--- src/rtl/mem_port_arbiter.sv ---
// Two-port read arbiter in front of a single level-handshake memory read port.
// Define MEM_PORT_ARBITER_ROUND_ROBIN_EN for round-robin ties; otherwise port 0 has fixed priority.
module mem_port_arbiter #(
    parameter int ADDR_WIDTH     = 32,
    parameter int DATA_WIDTH     = 32,
    parameter int TIMEOUT_CYCLES = 255
) (
    input  logic                  clock,
    input  logic                  reset,
    input  logic                  req0_valid,
    input  logic [ADDR_WIDTH-1:0] req0_address,
    output logic                  req0_ready,
    output logic                  resp0_valid,
    output logic [DATA_WIDTH-1:0] resp0_data,
    input  logic                  req1_valid,
    input  logic [ADDR_WIDTH-1:0] req1_address,
    output logic                  req1_ready,
    output logic                  resp1_valid,
    output logic [DATA_WIDTH-1:0] resp1_data,
    output logic [ADDR_WIDTH-1:0] mem_address,
    output logic                  mem_read,
    input  logic [DATA_WIDTH-1:0] mem_value,
    input  logic                  mem_ready,
    output logic                  timeout
);

    typedef enum logic [1:0] {
        ST_IDLE    = 2'd0,
        ST_READ    = 2'd1,
        ST_RELEASE = 2'd2
    } state_t;

    localparam logic       TIMEOUT_EN    = (TIMEOUT_CYCLES != 0);
    localparam logic [8:0] TIMEOUT_LIMIT = 9'(TIMEOUT_CYCLES);

    state_t                r_state;
    logic [ADDR_WIDTH-1:0] r_mem_address;
    logic                  r_mem_read;
    logic                  r_owner;
    logic [7:0]            r_cnt;
    logic                  r_resp0_valid;
    logic                  r_resp1_valid;
    logic [DATA_WIDTH-1:0] r_resp0_data;
    logic [DATA_WIDTH-1:0] r_resp1_data;
    logic                  r_timeout;

    state_t                w_state_nxt;
    logic [ADDR_WIDTH-1:0] w_addr_nxt;
    logic                  w_mem_read_nxt;
    logic                  w_owner_nxt;
    logic [7:0]            w_cnt_nxt;
    logic [7:0]            w_cnt_inc;
    logic                  w_resp0_valid_nxt;
    logic                  w_resp1_valid_nxt;
    logic [DATA_WIDTH-1:0] w_resp0_data_nxt;
    logic [DATA_WIDTH-1:0] w_resp1_data_nxt;
    logic [DATA_WIDTH-1:0] w_ret_data;
    logic                  w_timeout_nxt;
    logic                  w_timeout_hit;
    logic                  w_grant;
    logic                  w_pick1;

`ifdef MEM_PORT_ARBITER_ROUND_ROBIN_EN
    logic r_last;
    logic w_last_nxt;

    // On a tie, the port that was not granted last wins.
    assign w_pick1 = req1_valid && (!req0_valid || !r_last);
`else
    assign w_pick1 = req1_valid && !req0_valid;
`endif

    // A completion still visible from the previous read blocks any new grant.
    assign w_grant    = (r_state == ST_IDLE) && !reset && !mem_ready && (req0_valid || req1_valid);
    assign req0_ready = w_grant && !w_pick1;
    assign req1_ready = w_grant && w_pick1;

    assign w_cnt_inc     = (r_cnt == 8'hFF) ? 8'hFF : (r_cnt + 8'd1);
    assign w_timeout_hit = TIMEOUT_EN && (({1'b0, r_cnt} + 9'd1) >= TIMEOUT_LIMIT);
    assign w_ret_data    = mem_ready ? mem_value : {DATA_WIDTH{1'b0}};

    assign mem_address = r_mem_address;
    assign mem_read    = r_mem_read;
    assign resp0_valid = r_resp0_valid;
    assign resp1_valid = r_resp1_valid;
    assign resp0_data  = r_resp0_data;
    assign resp1_data  = r_resp1_data;
    assign timeout     = r_timeout;

    // Next-state and next-output logic for the read sequencer.
    always_comb begin
        w_state_nxt       = r_state;
        w_addr_nxt        = r_mem_address;
        w_mem_read_nxt    = 1'b0;
        w_owner_nxt       = r_owner;
        w_cnt_nxt         = r_cnt;
        w_resp0_valid_nxt = 1'b0;
        w_resp1_valid_nxt = 1'b0;
        w_resp0_data_nxt  = r_resp0_data;
        w_resp1_data_nxt  = r_resp1_data;
        w_timeout_nxt     = 1'b0;
`ifdef MEM_PORT_ARBITER_ROUND_ROBIN_EN
        w_last_nxt        = r_last;
`endif
        case (r_state)
            ST_IDLE: begin
                if (w_grant) begin
                    w_state_nxt    = ST_READ;
                    w_addr_nxt     = w_pick1 ? req1_address : req0_address;
                    w_owner_nxt    = w_pick1;
                    w_mem_read_nxt = 1'b1;
                    w_cnt_nxt      = 8'd0;
`ifdef MEM_PORT_ARBITER_ROUND_ROBIN_EN
                    w_last_nxt     = w_pick1;
`endif
                end else begin
                    w_state_nxt = ST_IDLE;
                end
            end
            ST_READ: begin
                w_cnt_nxt = w_cnt_inc;
                // Completion takes precedence over a timeout on the same edge.
                if (mem_ready || w_timeout_hit) begin
                    w_state_nxt    = ST_RELEASE;
                    w_mem_read_nxt = 1'b0;
                    w_timeout_nxt  = !mem_ready;
                    if (r_owner) begin
                        w_resp1_valid_nxt = 1'b1;
                        w_resp1_data_nxt  = w_ret_data;
                    end else begin
                        w_resp0_valid_nxt = 1'b1;
                        w_resp0_data_nxt  = w_ret_data;
                    end
                end else begin
                    w_state_nxt    = ST_READ;
                    w_mem_read_nxt = 1'b1;
                end
            end
            ST_RELEASE: begin
                if (mem_ready) begin
                    w_state_nxt = ST_RELEASE;
                end else begin
                    w_state_nxt = ST_IDLE;
                end
            end
            default: begin
                w_state_nxt = ST_IDLE;
            end
        endcase
    end

    // State and output registers with synchronous reset.
    always_ff @(posedge clock) begin
        if (reset) begin
            r_state       <= ST_IDLE;
            r_mem_address <= {ADDR_WIDTH{1'b0}};
            r_mem_read    <= 1'b0;
            r_owner       <= 1'b0;
            r_cnt         <= 8'd0;
            r_resp0_valid <= 1'b0;
            r_resp1_valid <= 1'b0;
            r_resp0_data  <= {DATA_WIDTH{1'b0}};
            r_resp1_data  <= {DATA_WIDTH{1'b0}};
            r_timeout     <= 1'b0;
`ifdef MEM_PORT_ARBITER_ROUND_ROBIN_EN
            r_last        <= 1'b1;
`endif
        end else begin
            r_state       <= w_state_nxt;
            r_mem_address <= w_addr_nxt;
            r_mem_read    <= w_mem_read_nxt;
            r_owner       <= w_owner_nxt;
            r_cnt         <= w_cnt_nxt;
            r_resp0_valid <= w_resp0_valid_nxt;
            r_resp1_valid <= w_resp1_valid_nxt;
            r_resp0_data  <= w_resp0_data_nxt;
            r_resp1_data  <= w_resp1_data_nxt;
            r_timeout     <= w_timeout_nxt;
`ifdef MEM_PORT_ARBITER_ROUND_ROBIN_EN
            r_last        <= w_last_nxt;
`endif
        end
    end

endmodule

--- config.mk ---
export PLATFORM = sky130hd
export DESIGN_NAME = mem_port_arbiter
export DESIGN_NICKNAME = d
export VERILOG_FILES = /design/src/rtl/mem_port_arbiter.sv
export SDC_FILE = /design/constraint.sdc
export NUM_CORES = 1
export LEC_CHECK = 0
export ABC_AREA = 1
export BUFFER_PORTS_ARGS = -buffer_cell sky130_fd_sc_hd__buf_2
export CAP_MARGIN = 40
export CORE_MARGIN = 3
export CORE_UTILIZATION = 40
export CTS_CLUSTER_SIZE = 28
export DETAILED_ROUTE_END_ITERATION = 8
export PLACE_DENSITY = 0.68
export SLEW_MARGIN = 20
export SYNTH_ARGS = -nofsm -noshare
export SYNTH_HDL_FRONTEND = slang
export SYNTH_SLANG_ARGS = --single-unit
--- constraint.sdc ---
create_clock -name clock -period 2.8 [get_ports clock]
set_input_delay 0.28 -clock clock [delete_from_list [all_inputs] [get_ports clock]]
set_output_delay 0.28 -clock clock [all_outputs]
set_load 0.02 [all_outputs]
# Word-level counts from Yosys, hierarchy flattened
# Cells that the tools add are included.
[word_totals] reg_bits=111 elab_cells=53
[op_classes] bitwise=3 reduce_logical=19 order_cmp=1 n_addsub=2 n_eq_ne=4 n_mux=14
[ops] cell="32-bit 2-to-1 mux" count=2
[ops] cell="8-bit 2-to-1 mux" count=2
[ops] cell="8-bit case mux with 2 select lines" count=1
[ops] cell="8-bit by 1-bit adder with 9-bit output, second input constant" count=1
[ops] cell="9-bit by 8-bit >= comparator with 1-bit output, second input constant" count=1
[ops] cell="8-bit by 1-bit adder with 8-bit output, second input constant" count=1
[ops] cell="8-bit equality test, second input constant" count=1
[ops] cell="1-bit logical AND" count=6
[ops] cell="2-bit case mux with 3 select lines" count=1
[ops] cell="3-bit AND reduction" count=2
[ops] cell="1-bit 2-to-1 mux" count=5
[ops] cell="1-bit zero test" count=4
[ops] cell="2-bit 2-to-1 mux" count=2
[ops] cell="2-bit AND reduction" count=2
[ops] cell="1-bit inverter" count=3
[ops] cell="3-bit OR reduction" count=1
[ops] cell="2-bit by 1-bit equality test with 1-bit output, second input constant" count=1
[ops] cell="2-bit equality test, second input constant" count=1
[ops] cell="2-bit zero test" count=1
[ops] cell="1-bit logical OR" count=2
[ops] cell="2-bit != test, second input constant" count=1
[ops] cell="1-bit case mux with 2 select lines" count=1
[ops] cell="2-bit nonzero test" count=1

# Depth between registers and ports, before layout
[logic_depth] depth_word=6 mapped_depth=14

# Least setup slack after synthesis
# OpenSTA, ideal clock, no wires.
[synth_timing] path_type="reg2reg" startpoint="register r_cnt[0]" endpoint="register r_resp1_data[18] (netlist: resp1_data[18])" path_stages_with_launch=15 t_arrival_ns=1.702 n_path_buf=2 required_ns=2.690 setup_slack_ns=0.988 path_cell_list="dfxtp_1 inv_1 ha_1 nor2_1 nor2_1 nor2_1 nand3_1 nor2_1 nand2_2 nand2_4 buf_4 buf_6 nand4_1 nand2_1 nor2_1"
[synth_via] elab_chain_cells=4
[synth_lines] element="start, declared" line_no="40" rtl="logic [7:0] r_cnt;"
[synth_lines] element="start signal, assigned" line_no="173" rtl="r_cnt <= w_cnt_nxt;"
[synth_lines] element="8-bit by 1-bit adder with 9-bit output" line_no="79" rtl="assign w_timeout_hit = TIMEOUT_EN && (({1'b0, r_cnt} + 9'd1) >= TIMEOUT_LIMIT);"
[synth_lines] element="9-bit by 8-bit >= comparator with 1-bit output" line_no="79"
[synth_lines] element="1-bit logical OR" line_no="123" rtl="if (mem_ready || w_timeout_hit) begin"
[synth_lines] element="3-bit AND reduction (no source line)"
[synth_lines] element="end signal, assigned" line_no="163" rtl="r_resp1_data <= {DATA_WIDTH{1'b0}};"
[synth_lines] element="end signal, assigned" line_no="177" rtl="r_resp1_data <= w_resp1_data_nxt;"
[synth_lines] element="end, declared" line_no="44" rtl="logic [DATA_WIDTH-1:0] r_resp1_data;"
# Every way passes these cells.
# A chain may end at the register's enable or synchronous reset.

# Worst setup path after layout
[layout_timing] startpoint="register r_cnt[0]" endpoint="register r_resp1_data[16] (netlist: resp1_data[16])"
# Same word-level chain as after synthesis.

==> impl_metrics.csv <==
group,metric,value,unit
clocking,cts_max_level,3,
synthesis,synth_cell_types,24,
sta,finClkSkew,0.00758,ns
cells_and_area,drive_above_1_share,25.2,%
sta,fin_tns_setup,0,ns
sta,finalSetupViolations,0,
hold_path,hold_start,"req0_address[6]",
routing,firstDrtPassIters,5,
worst_setup_path,r2r-end,"resp1_data[16]",
grt,grt_pass1_wl,23300,um
clocking,cts_buffers,9,
floorplan,coreArea,0.0123,sq mm
place,gp_congestion,0.831,
worst_setup_path,worstPathRequired,3.09,ns
grt,grt_pass1_vias,4818,
pwr,power_density,492,mW/mm^2
cells_and_area,syn2layout_area_growth,26.2,%
flow_run,max_cap_violations,0,
synthesis,avgSynthCellArea,6.47,sq um
worst_setup_path,path_max_fanout,24,
synthesis,yosys_warnings,0,
worst_setup_path,crit_slowest_cell,"nand3_2",
worst_setup_path,cp-endpoint,"resp1_data[16]",
routing,via_count,5256,
routing,routed_via_density,4.59,
clocking,path_clk_slew,0.07,ns
place,placed_cells,1129,
cells_and_area,finish.instance_area,0.00652,sq mm
routing,drcViolationCount,0,
hold_path,hp-class,"in2reg",
floorplan,rows,40,
synthesis,syn_area,0.00516,sq mm
grt,antenna_found_initial,0,
worst_setup_path,cpPeakStageDelay,0.49,ns
sta,max_clock_freq,0.415,GHz
cells_and_area,final_nets,1076,
floorplan,die-area,0.0143,sq mm
synthesis,ys_seq_area_share,43.0,%
worst_setup_path,cp.arrival,2.70,ns
worst_setup_path,criticalPathCategory,"reg2reg",
clocking,clock_sinks,111,
synthesis,synth-seq-cells,111,
sta,rsz0062_at_grt,"false",
sta,drv_slew,0,
place,hpwl,9930,um
routing,postRouteAntennaNets,0,
sta,period_share,86.1,%
clocking,clock-root-buffer,"clkbuf_16",
routing,wl,14400,um
pwr,peakVddDrop,0.283,mV
clocking,post_cts_buffers,0,
routing,post_drt_wl_per_cell,12.6,um
floorplan,dieWidth,120,um
floorplan,die_h,120,um
routing,drtIter0Drc,498,
cells_and_area,fin_util,52.9,%
place,placed_area,0.00625,sq mm
pwr,power,0.00321,W
worst_setup_path,crit_path_start_kind,"flip-flop",
sta,worst_slew_pin_slew,0.673,ns
worst_setup_path,r2r_slack,0.39,ns
sta,finalHoldViolCount,0,
worst_setup_path,r2r_cells,13,
place,port_buffers,202,
worst_setup_path,path_cells,"inv_1 -> ha_1 -> nor2_1 -> nor2_1 -> nor2_1 -> nand3_1 -> nor2_1 -> nand2_2 -> nand2_4 -> nand3_2 -> nand2_1 -> nand2_1 -> nor2_1",
floorplan,io-pin-count,203,
synthesis,syn_nets,901,
sta,min_period,2.41,ns
cells_and_area,mostFrequentLayoutCell,"nand2_1",
cells_and_area,fin_cells,1145,
sta,slew_headroom,55.1,%
cells_and_area,layout_common_cells,"284 x nand2_1, 202 x buf_2, 120 x inv_1",
grt,track_usage,20.0,%
worst_setup_path,cp-startpoint,"r_cnt[0]",
clocking,cts_tree,"built",
clocking,clockBufferDepth,2,
clocking,worstSkewPairLatency,0.34,ns
pwr,p_leak,3.37,nW
floorplan,start_util,41.9,%
worst_setup_path,worstSetupEndpointType,"flip-flop",
grt,overflow,0,
synthesis,syn_inst,798,
cells_and_area,diodes,0,
worst_setup_path,reg2reg_from,"r_cnt[0]",
status,status,"completed",
grt,grt_max_degree,66,
worst_setup_path,cp_common_cell,"nor2_1",
==> routing by layer <==
metal  global-route usage, %  vias to the layer above  routed length (um)
li1                        -                     2794                   -
met1                    26.3                     2239                6420
met2                    32.5                      210                6630
met3                    4.90                       13                1230
met4                    6.08                        0                 170
met5                       0                        -                   0
==> synth_stat cells <==
| cell type | n | area [sq um] |
|---|---|---|
| nor2_1 | 98 | 368 |
| buf_4 | 2 | 15.0 |
| a21oi_1 | 8 | 40.0 |
| inv_2 | 9 | 33.8 |
| dfxtp_1 | 111 | 2220 |
| ha_1 | 2 | 25.0 |
| clkinv_1 | 4 | 15.0 |
| buf_2 | 10 | 50.1 |
| nor2_2 | 2 | 12.5 |
| nand2_4 | 1 | 11.3 |
| nand2_1 | 284 | 1070 |
| nand3_4 | 2 | 35.0 |
| a211oi_1 | 3 | 22.5 |
| buf_1 | 10 | 37.5 |
| o21ai_0 | 10 | 50.1 |
| buf_6 | 3 | 33.8 |
| nand2_2 | 2 | 12.5 |
| inv_1 | 121 | 454 |
| o21bai_1 | 2 | 15.0 |
| a31oi_1 | 32 | 200 |
| nand4_1 | 48 | 300 |
| clkbuf_1 | 25 | 93.8 |
| nand3_1 | 8 | 40.0 |
| nand3_2 | 1 | 10.0 |
==> cells by family after synthesis <==
family | count (synthesis) | synth area share [%]
and+or+nand+nor | 446 | 35.9
DFF | 111 | 43.0
AOI/OAI and AO/OA | 55 | 6.35
buffers and inverters | 184 | 14.2
adders and majority gates | 2 | 0.485
==> stage by stage <==
stage / hold slack (ns) / setup WS, ns
final: 0.191 / 0.390
after CTS: 0.172 / 0.408
after detailed placement: 0.471 / 0.410
after global placement: 0.464 / 0.494
after floorplan: 0.439 / 0.988
after global routing: 0.194 / 0.00974
==> flip-flops by register name, indices dropped and copies added (netlist names) <==
| register | count |
|---|---|
| resp1_valid | 1 |
| mem_read | 1 |
| r_owner | 1 |
| resp1_data | 32 |
| resp0_data | 32 |
| mem_address | 32 |
| timeout | 1 |
| r_state | 2 |
| r_cnt | 8 |
| resp0_valid | 1 |
==> worst max-delay path: cells and delay by family (launching register included) <==
family | cells | cell delay, ns
DFF | 1 | 0.41
adders and majority gates | 1 | 0.31
buffers and inverters | 1 | 0.08
and+or+nand+nor | 11 | 1.55
==> area by class of cell <==
| class | count | area [sq um] |
|---|---|---|
| fillers | 1320 | 5800 |
| multi-input cells | 504 | 2230 |
| flip-flops and latches | 111 | 2220 |
| repair buffers | 213 | 1090 |
| inverters | 134 | 503 |
| clock buffers | 12 | 236 |
| well taps | 168 | 210 |
| clock inverters | 3 | 21.3 |
==> worst min-delay path by stage <==
stage / endpoint / cells after the start
2_1_floorplan: mem_address[0] / 2
3_3_place_gp: r_cnt[6] / 2
3_5_place_dp: r_cnt[6] / 2
4_1_cts: mem_address[30] / 3
5_1_grt: mem_address[15] / 3
6_report: mem_address[6] / 3
==> power by group <==
part           total [W]  switching, W  internal, W
clock            0.00116      0.000559     0.000601
sequential       0.00165     0.0000271      0.00162
combinational   0.000400      0.000256     0.000144
total            0.00321      0.000842      0.00237
==> repair_timing <==
item | 4_1_cts | 5_1_grt
gates resized for setup | 0 | 0
hold buffers | 0 | 0
setup endpoints to repair | 0 | 1
(Power assumes the default switching activity.)
